==> src/rtl/spi_pkg.sv <==
// Shared definitions for the SPI arbiter slice: FSM state encoding and a
// width helper used for the grant index and watchdog counter.
package spi_pkg;

    typedef enum logic [1:0] {
        ST_IDLE  = 2'd0,
        ST_START = 2'd1,
        ST_WAIT  = 2'd2,
        ST_RESP  = 2'd3
    } state_e;

    // Bits needed to hold 0..n-1, never narrower than one bit.
    function automatic int spi_clog2(input int n);
        int w;
        w = 1;
        while ((1 << w) < n) w++;
        return w;
    endfunction

endpackage

==> src/rtl/spi_rr_pick.sv <==
// Combinational round-robin pick: first eligible requester found scanning
// upward from last_grant+1, wrapping modulo NUM_REQ.
module spi_rr_pick
    import spi_pkg::*;
#(
    parameter int NUM_REQ = 4,
    localparam int GW = spi_clog2(NUM_REQ)
) (
    input  logic [NUM_REQ-1:0] eligible,
    input  logic [GW-1:0]      last_grant,
    output logic               valid,
    output logic [GW-1:0]      winner
);

    // Walk from the farthest offset down so the nearest eligible one is written last.
    always_comb begin
        int idx;
        idx    = 0;
        valid  = 1'b0;
        winner = '0;
        for (int off = NUM_REQ; off >= 1; off--) begin
            idx = (int'(last_grant) + off) % NUM_REQ;
            if (eligible[idx[GW-1:0]]) begin
                valid  = 1'b1;
                winner = idx[GW-1:0];
            end
        end
    end

endmodule

==> src/rtl/spi_arbiter.sv <==
// Round-robin sequencer sharing one spi_master between NUM_REQ requesters,
// with a WAIT-state watchdog that aborts transfers whose done never comes.
module spi_arbiter
    import spi_pkg::*;
#(
    parameter int NUM_REQ        = 4,
    parameter int DATA_WIDTH     = 8,
    parameter int TIMEOUT_CYCLES = 1024,
    localparam int GW = spi_clog2(NUM_REQ),
    localparam int CW = spi_clog2(TIMEOUT_CYCLES + 1)
) (
    input  logic                          clk,
    input  logic                          rst,
    input  logic [NUM_REQ-1:0]            req,
    input  logic [NUM_REQ*DATA_WIDTH-1:0] req_data,
    output logic [NUM_REQ-1:0]            ack,
    output logic [DATA_WIDTH-1:0]         rsp_data,
    output logic                          rsp_err,
    output logic                          busy,
    output logic [GW-1:0]                 grant_id,
    output logic                          m_start,
    output logic [DATA_WIDTH-1:0]         m_data_send,
    input  logic                          m_done,
    input  logic [DATA_WIDTH-1:0]         m_data_recv
);

    localparam logic [CW-1:0] WDOG_LAST = CW'(TIMEOUT_CYCLES - 1);

    state_e                  state_q, state_d;
    logic [GW-1:0]           grant_id_q, grant_id_d;
    logic [GW-1:0]           last_grant_q, last_grant_d;
    logic [DATA_WIDTH-1:0]   data_send_q, data_send_d;
    logic [DATA_WIDTH-1:0]   rsp_data_q, rsp_data_d;
    logic [NUM_REQ-1:0]      ack_q, ack_d;
    logic                    start_q, start_d;
    logic                    rsp_err_q, rsp_err_d;
    logic                    holdoff_q, holdoff_d;
    logic [CW-1:0]           wdog_q, wdog_d;
    logic [NUM_REQ-1:0]      holdoff_mask;
    logic [NUM_REQ-1:0]      eligible;
    logic                    pick_valid;
    logic [GW-1:0]           pick_id;

    // Requesters may drop req one cycle after ack, so the just-served one is masked once.
    assign holdoff_mask = holdoff_q ? (NUM_REQ'(1) << last_grant_q) : '0;
    assign eligible     = req & ~holdoff_mask;

    spi_rr_pick #(
        .NUM_REQ(NUM_REQ)
    ) u_pick (
        .eligible  (eligible),
        .last_grant(last_grant_q),
        .valid     (pick_valid),
        .winner    (pick_id)
    );

    always_comb begin
        state_d      = state_q;
        grant_id_d   = grant_id_q;
        last_grant_d = last_grant_q;
        data_send_d  = data_send_q;
        rsp_data_d   = rsp_data_q;
        rsp_err_d    = rsp_err_q;
        ack_d        = '0;
        start_d      = 1'b0;
        holdoff_d    = 1'b0;
        wdog_d       = wdog_q;
        case (state_q)
            ST_IDLE: begin
                if (pick_valid) begin
                    grant_id_d  = pick_id;
                    data_send_d = req_data[int'(pick_id)*DATA_WIDTH +: DATA_WIDTH];
                    start_d     = 1'b1;
                    state_d     = ST_START;
                end
            end
            ST_START: begin
                wdog_d  = '0;
                state_d = ST_WAIT;
            end
            ST_WAIT: begin
                if (wdog_q != '1) wdog_d = wdog_q + 1'b1;
                // A done arriving on the expiry cycle takes priority over the timeout.
                if (m_done) begin
                    rsp_data_d        = m_data_recv;
                    rsp_err_d         = 1'b0;
                    ack_d[grant_id_q] = 1'b1;
                    state_d           = ST_RESP;
                end else if (TIMEOUT_CYCLES != 0 && wdog_q == WDOG_LAST) begin
                    rsp_data_d        = '0;
                    rsp_err_d         = 1'b1;
                    ack_d[grant_id_q] = 1'b1;
                    state_d           = ST_RESP;
                end
            end
            ST_RESP: begin
                last_grant_d = grant_id_q;
                holdoff_d    = 1'b1;
                state_d      = ST_IDLE;
            end
            default: state_d = ST_IDLE;
        endcase
    end

    always_ff @(posedge clk) begin
        if (rst) begin
            state_q      <= ST_IDLE;
            grant_id_q   <= '0;
            last_grant_q <= GW'(NUM_REQ - 1);
            data_send_q  <= '0;
            rsp_data_q   <= '0;
            rsp_err_q    <= 1'b0;
            ack_q        <= '0;
            start_q      <= 1'b0;
            holdoff_q    <= 1'b0;
            wdog_q       <= '0;
        end else begin
            state_q      <= state_d;
            grant_id_q   <= grant_id_d;
            last_grant_q <= last_grant_d;
            data_send_q  <= data_send_d;
            rsp_data_q   <= rsp_data_d;
            rsp_err_q    <= rsp_err_d;
            ack_q        <= ack_d;
            start_q      <= start_d;
            holdoff_q    <= holdoff_d;
            wdog_q       <= wdog_d;
        end
    end

    assign ack         = ack_q;
    assign rsp_data    = rsp_data_q;
    assign rsp_err     = rsp_err_q;
    assign busy        = (state_q != ST_IDLE);
    assign grant_id    = grant_id_q;
    assign m_start     = start_q;
    assign m_data_send = data_send_q;

endmodule

==> config.mk <==
export PLATFORM = sky130hd
export DESIGN_NAME = spi_arbiter
export DESIGN_NICKNAME = d
export VERILOG_FILES = /design/src/rtl/spi_pkg.sv /design/src/rtl/spi_rr_pick.sv /design/src/rtl/spi_arbiter.sv
export SDC_FILE = /design/constraint.sdc
export NUM_CORES = 1
export LEC_CHECK = 0
export BUFFER_PORTS_ARGS = -buffer_cell sky130_fd_sc_hd__buf_2
export CORE_MARGIN = 2
export CORE_UTILIZATION = 47
export CTS_BUF_LIST = sky130_fd_sc_hd__clkbuf_4
export DETAILED_ROUTE_END_ITERATION = 7
export PLACE_DENSITY = 0.86
export SLEW_MARGIN = 10
export SYNTH_ARGS = -nofsm -noshare
export SYNTH_HDL_FRONTEND = slang
export SYNTH_SLANG_ARGS = --single-unit
export TNS_END_PERCENT = 100
==> constraint.sdc <==
create_clock -name clk -period 2.2 [get_ports clk]
set_input_delay 0.33 -clock clk [delete_from_list [all_inputs] [get_ports clk]]
set_output_delay 0.33 -clock clk [all_outputs]
set_load 0.05 [all_outputs]
==> results of run 1 <==
[metal layers]
| layer | GRT usage (%) | vias to the layer above | share of wire (%) |
|---|---|---|---|
| li1 | - | 1148 | - |
| met1 | 27.4 | 1070 | 44 |
| met2 | 37.8 | 103 | 48 |
| met3 | 4.31 | 4 | 7.9 |
| met4 | 7.13 | 0 | 0.37 |
| met5 | 0 | - | 0 |
[worst min-delay path by stage]
stage,end,slack [ns],cells after the start
final,grant_id[0],0.21,2
after global routing,grant_id[0],0.19,2
after CTS,grant_id[0],0.19,2
after detailed placement,m_data_send[6],0.45,1
after global placement,rsp_err,0.45,2
after floorplan,wdog_q[9],0.45,1
[through the flow]
| step | power [W] | area (µm²) | cells | utilization, % |
|---|---|---|---|---|
| floorplan | 0.00225 | 2200 | 264 | - |
| global placement | 0.00268 | 2690 | 390 | 60.9 |
| detailed placement | 0.00270 | 2690 | 390 | 60.9 |
| CTS | 0.00323 | 2810 | 401 | 63.6 |
| global route | 0.00349 | 2880 | 402 | 65.2 |
| finish | 0.00329 | 2880 | 402 | 65.2 |
[flip-flops by register name (all words and copies together), names as in the netlist]
name          count
grant_id          2
ack               4
rsp_data          8
state_q           2
rsp_err           1
wdog_q           11
holdoff_q         1
last_grant_q      2
m_start           1
m_data_send       8
[cells in the final DEF, fill, tap and decap left out, types with 3 or more instances in the layout]
| master | Yosys | routed |
|---|---|---|
| buf_2 | 3 | 71 |
| dfxtp_1 | 40 | 38 |
| nand3_1 | 34 | 33 |
| nor2_1 | 26 | 26 |
| buf_4 | 0 | 20 |
| o21ai_0 | 19 | 19 |
| nand2_1 | 14 | 14 |
| a22oi_1 | 10 | 10 |
| a21oi_1 | 9 | 9 |
| inv_1 | 10 | 8 |
| a32o_1 | 8 | 8 |
| ha_1 | 10 | 8 |
| nor2b_1 | 6 | 6 |
| clkbuf_4 | 0 | 6 |
| a211oi_1 | 4 | 4 |
| mux2i_1 | 4 | 4 |
| o211ai_1 | 4 | 4 |
| nand2b_1 | 5 | 3 |
| nor3_1 | 3 | 3 |
| xor2_1 | 3 | 3 |
[report_power, final]
| part | internal, W | switching [W] | total, W |
|---|---|---|---|
| Combinational | 0.000622 | 0.00118 | 0.00180 |
| Clock | 0.000251 | 0.000236 | 0.000487 |
| Sequential | 0.000882 | 0.000117 | 0.000999 |
| Total | 0.00175 | 0.00153 | 0.00329 |
[cell type report]
cell class | count | share of cell area (%)
clock buffer | 6 | 1.57
clock inverter | 2 | 1.22
inverter | 10 | 1.39
multi-input combinational | 200 | 47.5
sequential | 40 | 28.1
tap | 52 | 2.26
timing repair buffer | 92 | 18.0
[kinds of logic after synthesis]
kind of cell,after synthesis
simple gates,102
compound gates,80
flops,40
buf+inv,24
fa+ha+maj,10
mux,5
xor+xnor,3
[what timing repair did]
item | 4_1_cts | 5_1_grt
buffers inserted | 3 | 1
gates resized for setup | 4 | 15
endpoints found under the setup margin | 8 | 23
pin swaps | 2 | 2
==> flow_summary.toml, run 1 <==
[global_routing]
overflow = 0
grt_pass1_vias = 2145
grt_pass1_wl_um = 9280
grt_usage_pct = 21.9
antenna_found_initial = 0
grt_max_degree = 26

[setup_path]
cp-endpoint = "m_data_send[2]"
crit_arrival_ns = 2.40
critPathCaptureType = "flop"
path_delay_family = "compound AO/OA/AOI/OAI gates"
critPathLaunchType = "flop"
critical_path_buf_inv_count = 3
critPathSlowestCell = "dfxtp_4"
reg2regPathDepth = 10
cp_max_fo = 6
cp-startpoint = "last_grant_q[0]"
crit_cells = 10
cp.required_ns = 2.45
r2r_start = "last_grant_q[0]"
crit_chain = "inv_4 -> ha_2 -> a21boi_2 -> a311o_1 -> o22a_1 -> buf_4 -> o311ai_4 -> buf_4 -> nand3_1 -> a32o_1"
crit_top_cell = "buf_4"
max_stage_delay_ns = 0.39
r2r_slack_ns = 0.05
r2r-end = "m_data_send[2]"
critPathKind = "reg -> reg"

[finish]
antenna_cells = 0
nFillCells = 365
area_growth_pct = 31.3
fin_nets = 406
final-seq-area_um2 = 808
multi_input_area_mm2 = 0.00137
layout-drive-gt1-share_pct = 34.9

[logic_synthesis]
syn_nets = 321
yosys.cell_types.count = 50
synth_enable_flop_cells = 0
syn-cell-area_mm2 = 0.00219
synth_compound_area_share_pct = 26.6
synthMuxAreaShare_pct = 2.34
ys_seq_area_share_pct = 36.5
yosys.area.top_type_share_pct = 36.5
synthTopCellsByArea = "dfxtp_1 37%, nand3_1 7.8%, ha_1 5.7%"
yosysMostFrequentCell = "dfxtp_1"
synth_common_cells = "40 x dfxtp_1, 34 x nand3_1, 26 x nor2_1"
synthCells = 264
yosys_warnings = 0
synth_top_family_by_area = "compound AO/OA/AOI/OAI gates"
synth_xor_area_share_pct = 1.20
synth_area_leader_cell = "dfxtp_1"
synthArstFlopShare_pct = 0
avgSynthCellArea_um2 = 8.30
yosys.area_share.simple_pct = 23.3
ys_ff_latch = 40
synth_top_flop_cell = "dfxtp_1"
synthAdderAreaFrac_pct = 5.71

[route]
vias = 2325
avgRoutedWirePerCell_um = 14.0
drtAntennaViolNets = 0
drcViolationCount = 0
drtIter0Drc = 145
wl_um = 5620
first_pass_iters = 4
via_per_inst = 5.78

[placed_design]
place_ws_ns = -0.153
io_buffer_count = 71
gp_congestion = 0.997
dp_hpwl_um = 4040

[timing]
finClkSkew_ns = 0.0125
tightest_slew_ns = 0.637
drv_slew = 0
hold_violations = 0
final-setup-viol-count = 0
post-route-min-period_ns = 2.15
max_clock_freq_ghz = 0.466
holdWs_ns = 0.206
worst_slack_ns = 0.0535
setup_tns_ns = 0
slew_headroom_pct = 57.3
finalCritPeriodShare_pct = 97.6

[floorplan]
rows = 24
core-area_mm2 = 0.00441
die_w_um = 72.3
die_h_um = 72.3
die-area_mm2 = 0.00523
ios = 72
start_util_pct = 49.7

[cts]
cts_tree = "built"
h-tree-depth = 2
ctsHoldBuffers = 0
root_buffer = "clkbuf_4"
ctsLongestPathBuffers = 2
cts-buffers-inserted = 5
clk_latency_ns = 0.35
clkSinkCount = 40
clk_pin_slew_ns = 0.12

[power_and_ir_drop]
cellPowerDensity_mw_per_mm2 = 1140
power_leakage_nw = 1.25
peakVddDrop_uv = 674

[min_path]
hp-class = "in -> reg"
hold_start = "rst"

[job]
max_cap_violations = 0

[outcome]
status = "finished, final reports clean"
Power figures use the tool's default switching activity.
==> run 2, diff against run 1 <==
--- a/config.mk
+++ b/config.mk
@@ -5,12 +5,13 @@
 export SDC_FILE = /design/constraint.sdc
 export NUM_CORES = 1
 export LEC_CHECK = 0
+export ABC_AREA = 1
 export BUFFER_PORTS_ARGS = -buffer_cell sky130_fd_sc_hd__buf_2
 export CORE_MARGIN = 2
-export CORE_UTILIZATION = 47
+export CORE_UTILIZATION = 48
 export CTS_BUF_LIST = sky130_fd_sc_hd__clkbuf_4
 export DETAILED_ROUTE_END_ITERATION = 7
-export PLACE_DENSITY = 0.86
+export PLACE_DENSITY = 0.87
 export SLEW_MARGIN = 10
 export SYNTH_ARGS = -nofsm -noshare
 export SYNTH_HDL_FRONTEND = slang
==> run 2 against run 1 <==
  * Clock skew increased by 0.0011 ns
  * Register-to-register slack improved by 0.07 ns
  * Area after synthesis increased by 6.6%
  * Combinational power increased by 19%
==> flow_summary.toml, run 2 <==
[setup_path]
cp_max_fo = 5
critPathKind = "reg -> reg"
critPathCaptureType = "flop"
crit_arrival_ns = 2.37
cp.required_ns = 2.50
critPathLaunchType = "flop"

[cts]
clk_latency_ns = 0.35
ctsHoldBuffers = 0
cts_tree = "built"
clk_pin_slew_ns = 0.13
clkSinkCount = 40
h-tree-depth = 2
ctsLongestPathBuffers = 2
root_buffer = "clkbuf_4"
cts-buffers-inserted = 5

[timing]
finalCritPeriodShare_pct = 94.2
hold_violations = 0
post-route-min-period_ns = 2.07
slew_headroom_pct = 71.5
drv_slew = 0
finClkSkew_ns = 0.0136
max_clock_freq_ghz = 0.482
final-setup-viol-count = 0
tightest_slew_ns = 0.423
holdWs_ns = 0.222

[finish]
area_growth_pct = 26.3
antenna_cells = 0
final-seq-area_um2 = 810
largest_reg_flops = 11
regMostFlops = "wdog_q"
fin_cells = 488
fin_nets = 477
nFillCells = 433
layout_common_cells = "92 x nand2_1, 71 x buf_2, 44 x inv_1"
layout-drive-gt1-share_pct = 29.9
multi_input_area_mm2 = 0.00133
layout_commonest_cell = "nand2_1"

[route]
via_per_inst = 4.97
first_pass_iters = 5
avgRoutedWirePerCell_um = 11.4
drcViolationCount = 0
wl_um = 5580
drtIter0Drc = 122
vias = 2425
drtAntennaViolNets = 0

[logic_synthesis]
yosysMostFrequentCell = "nand2_1"
synth_enable_flop_cells = 0
avgSynthCellArea_um2 = 6.91
synth_area_leader_cell = "dfxtp_1"
synth_top_flop_cell = "dfxtp_1"
yosys.cell_types.count = 40
ys_ff_latch = 40
synthArstFlopShare_pct = 0
ys_seq_area_share_pct = 34.3
syn_nets = 395
yosys_warnings = 0
yosys.area.top_type_share_pct = 34.3
synthCells = 338
synthTopCellsByArea = "dfxtp_1 34%, nand2_1 15%, nand3_1 8.4%"
synth_common_cells = "96 x nand2_1, 46 x inv_1, 40 x dfxtp_1"
syn-cell-area_mm2 = 0.00234

[power_and_ir_drop]
cellPowerDensity_mw_per_mm2 = 1240
peakVddDrop_uv = 712
total_power_w = 0.00365
power_leakage_nw = 1.48

[placed_design]
dp.cells = 473
gp_congestion = 0.892
dp_hpwl_um = 4060
io_buffer_count = 71

[global_routing]
grt_max_degree = 25
antenna_found_initial = 0
grt_pass1_vias = 2173
overflow = 0
grt_pass1_wl_um = 9130
grt_usage_pct = 21.0

[floorplan]
die_h_um = 73.8
core-area_mm2 = 0.00472
start_util_pct = 49.5
die_w_um = 73.8
ios = 72
rows = 25
die-area_mm2 = 0.00544

[min_path]
hp-class = "in -> reg"

[outcome]
status = "finished, final reports clean"

[job]
max_cap_violations = 0
==> run 2: changes by cell type after synthesis, sizes merged, moves of 8 or more <==
cell / delta
a32o: -8
nand2: +91
o21ai: -12
nand3: +9
inv: +38
clkbuf: -9
a22oi: -8
==> run 2: power breakdown <==
group	total [W]	internal (W)	switching [W]
clock network	0.000499	0.000243	0.000256
registers	0.000997	0.000885	0.000112
logic	0.00215	0.000668	0.00149
total	0.00365	0.00180	0.00185
==> run 2: path summary, 6_finish.rpt <==
path | start | endpoint | slack [ns] | cells after the start
worst min register to register | rsp_data[6] | rsp_data[6] | 0.46 | 2
worst min-delay path | m_data_recv[6] | rsp_data[6] | 0.22 | 3
worst max register to register | last_grant_q[1] | m_data_send[1] | 0.13 | 13
worst max-delay path | last_grant_q[1] | m_data_send[1] | 0.13 | 13
==> run 2: area by class of cell <==
class                           instances  area share, %
Tap cell                               67           2.84
Clock buffer                            5           1.27
Timing Repair Buffer                   81           14.8
Clock inverter                          3           1.61
Inverter                               50           6.79
Multi-Input combinational cell        242           45.2
Sequential cell                        40           27.4
==> run 2: repair_timing <==
item,CTS,global route
endpoints found under the setup margin,0,18
buffers inserted,0,6
gates resized for setup,0,18
==> run 2: through the flow <==
step	setup WS (ns)	util [%]	TNS (ns)	area, µm²
after global placement	0.164	58.2	0	2750
after floorplan	0.296	-	0	2340
final	0.127	62.5	0	2950
after CTS	0.0268	60.0	0	2830
after detailed placement	0.0614	58.2	0	2750
after global routing	-0.0531	62.5	-0.209	2950
==> run 2: layer usage <==
metal / vias up / routed length, µm / GRT usage [%] / part of all wire (%)
met3: 15 / 257 / 3.29 / 4.6
met2: 81 / 2720 / 35.0 / 49
met5: - / 0 / 0 / 0
li1: 1240 / - / - / -
met4: 0 / 122 / 8.08 / 2.2
met1: 1089 / 2480 / 27.1 / 44
==> run 2: critical path, cell delays in order, from the launching register on <==
cell and delay [ns]:
dfxtp_4 0.41, clkinvlp_4 0.14, ha_1 0.20, nand2_1 0.06, nand3_1 0.09, nand2_1 0.12
nand2_2 0.09, nand2_1 0.12, nor2_2 0.07, o21ai_4 0.21, inv_2 0.10, nor3_4 0.25
nand2_1 0.08, nand2_1 0.07
==> run 2: kinds of logic (layout without fill, tap and decap cells) <==
family,count (synthesis),in the layout,share of synthesized area (%)
simple gates,194,195,39.8
xor+xnor,2,2,0.750
fa+ha+maj,10,10,5.36
flops,40,40,34.3
compound gates,35,35,9.05
buf+inv,57,139,10.8
==> run 3, diff against run 2 <==
--- a/config.mk
+++ b/config.mk
@@ -8,10 +8,10 @@
 export ABC_AREA = 1
 export BUFFER_PORTS_ARGS = -buffer_cell sky130_fd_sc_hd__buf_2
 export CORE_MARGIN = 2
-export CORE_UTILIZATION = 48
+export CORE_UTILIZATION = 25
 export CTS_BUF_LIST = sky130_fd_sc_hd__clkbuf_4
 export DETAILED_ROUTE_END_ITERATION = 7
-export PLACE_DENSITY = 0.87
+export PLACE_DENSITY = 0.54
 export SLEW_MARGIN = 10
 export SYNTH_ARGS = -nofsm -noshare
 export SYNTH_HDL_FRONTEND = slang
==> run 3 against run 2 <==
  * Global-route usage down 9.2 points
  * Routed wire length grew 4.8%
  * Sequential power hardly changed
  * Cell area down 1.7%
  * Worst hold slack got worse by 0.0061 ns
  * Via count decreased by 3.1%
  * Final cell count up 7.8%
  * Non-clock buffer count decreased by 5
  * Critical path depth increased by 2
==> flow_summary.toml, run 3 (same netlist as run 2, synthesis figures left out) <==
[route]
drtAntennaViolNets = 0
wl_um = 5840
avgRoutedWirePerCell_um = 11.1
vias = 2351
first_pass_iters = 4
via_per_inst = 4.47
drtIter0Drc = 99
drcViolationCount = 0

[outcome]
status = "finished, final reports clean"

[setup_path]
cp_max_fo = 5
critical_path_buf_inv_count = 4
cp.required_ns = 2.45
critPathKind = "reg -> reg"
path_delay_family = "simple AND/OR/NAND/NOR gates"
critPathCaptureType = "flop"
max_stage_delay_ns = 0.39
critPathSlowestCell = "dfxtp_4"
crit_arrival_ns = 2.27
critPathLaunchType = "flop"
crit_chain = "inv_1 -> ha_1 -> nand2_1 -> nand3_1 -> nand2_1 -> nand2_2 -> nand2_2 -> nor2_1 -> o21ai_4 -> inv_2 -> buf_4 -> nand3_1 -> nand3_1 -> nand2_1 -> inv_1"

[cts]
clkSinkCount = 40
clk_pin_slew_ns = 0.12
cts-buffers-inserted = 5
root_buffer = "clkbuf_4"
ctsLongestPathBuffers = 2
ctsHoldBuffers = 0
clk_latency_ns = 0.35
cts_tree = "built"
h-tree-depth = 2

[placed_design]
dp_hpwl_um = 4570
place_ws_ns = 0.0541
io_buffer_count = 71
placed_area_mm2 = 0.00280
gp_congestion = 0.830

[timing]
worst_slack_ns = 0.184
max_clock_freq_ghz = 0.496
finClkSkew_ns = 0.0108
finalCritPeriodShare_pct = 91.6
drv_slew = 0
final-setup-viol-count = 0
slew_headroom_pct = 72.5
tightest_slew_ns = 0.407
hold_violations = 0
post-route-min-period_ns = 2.02

[global_routing]
grt_pass1_wl_um = 9730
antenna_found_initial = 0
grt_max_degree = 18
grt_usage_pct = 11.8
overflow = 0
grt_pass1_vias = 2176

[floorplan]
core-area_mm2 = 0.00915
start_util_pct = 25.5
ios = 72
rows = 35
die_w_um = 101
die_h_um = 101
die-area_mm2 = 0.0101

[finish]
layout-drive-gt1-share_pct = 28.2
regMostFlops = "wdog_q"
largest_reg_flops = 11
area_growth_pct = 24.2
fin_area_mm2 = 0.00290
post-route-util_pct = 31.7
layout_common_cells = "91 x nand2_1, 71 x buf_2, 45 x inv_1"
fin_nets = 471
layout_commonest_cell = "nand2_1"
antenna_cells = 0

[job]
max_cap_violations = 0

[power_and_ir_drop]
power_leakage_nw = 1.45
total_power_w = 0.00341
cellPowerDensity_mw_per_mm2 = 1170
peakVddDrop_uv = 520

[min_path]
hp-class = "in -> reg"
## run 3: changes by cell type in the layout (fill, tap and decap cells not counted), sizes merged
cell | before | now
buf | 81 | 76
inv | 47 | 48
clkinvlp | 1 | 0
clkinv | 4 | 5
nand2 | 106 | 105
bufinv | 1 | 0
## run 3: path summary, 6_finish.rpt
path | from | end | slack (ns) | depth (start not counted)
worst max-delay path | last_grant_q[1] | m_data_send[5] | 0.18 | 15
worst min-delay path | m_data_recv[3] | rsp_data[3] | 0.22 | 3
worst max register to register | last_grant_q[1] | m_data_send[5] | 0.18 | 15
worst min register to register | rsp_data[2] | rsp_data[2] | 0.47 | 2
## run 3: area by class of cell
cell class,instances,area [µm²]
Clock buffer,5,37.5
Clock inverter,3,13.8
Fill cell,1007,6250
Inverter,50,196
Multi-Input combinational cell,241,1310
Sequential cell,40,808
Tap cell,111,139
Timing Repair Buffer,76,393
## run 3: through the flow
step / TNS (ns) / instances / hold WS [ns]
floorplan: 0 / 338 / 0.455
global placement: 0 / 517 / 0.448
detailed placement: 0 / 517 / 0.455
CTS: 0 / 525 / 0.193
global route: -0.00500 / 526 / 0.187
finish: 0 / 526 / 0.216
## run 3: where the power goes
part	switching, W	total (W)	internal, W
clock	0.000241	0.000359	0.000118
combinational	0.00144	0.00205	0.000607
sequential	0.000113	0.000997	0.000884
total	0.00180	0.00341	0.00161
## run 3: repair_timing
action / CTS / global route
gates resized for setup: 0 / 14
buffers inserted: 0 / 1
setup endpoints to repair: 0 / 13
## run 3: metal layers
layer	global-route usage (%)	share of wire [%]
met1	15.3	48
met2	19.5	45
met3	3.40	6.5
met4	2.85	1.1
met5	0	0
## run 3: worst reg2reg max path, cell delays in order (launching register included)
cell     delay (ns)
dfxtp_4        0.39
inv_1          0.10
ha_1           0.19
nand2_1        0.06
nand3_1        0.09
nand2_1        0.11
nand2_2        0.10
nand2_2        0.09
nor2_1         0.07
o21ai_4        0.25
inv_2          0.11
buf_4          0.15
nand3_1        0.07
nand3_1        0.07
nand2_1        0.06
inv_1          0.03
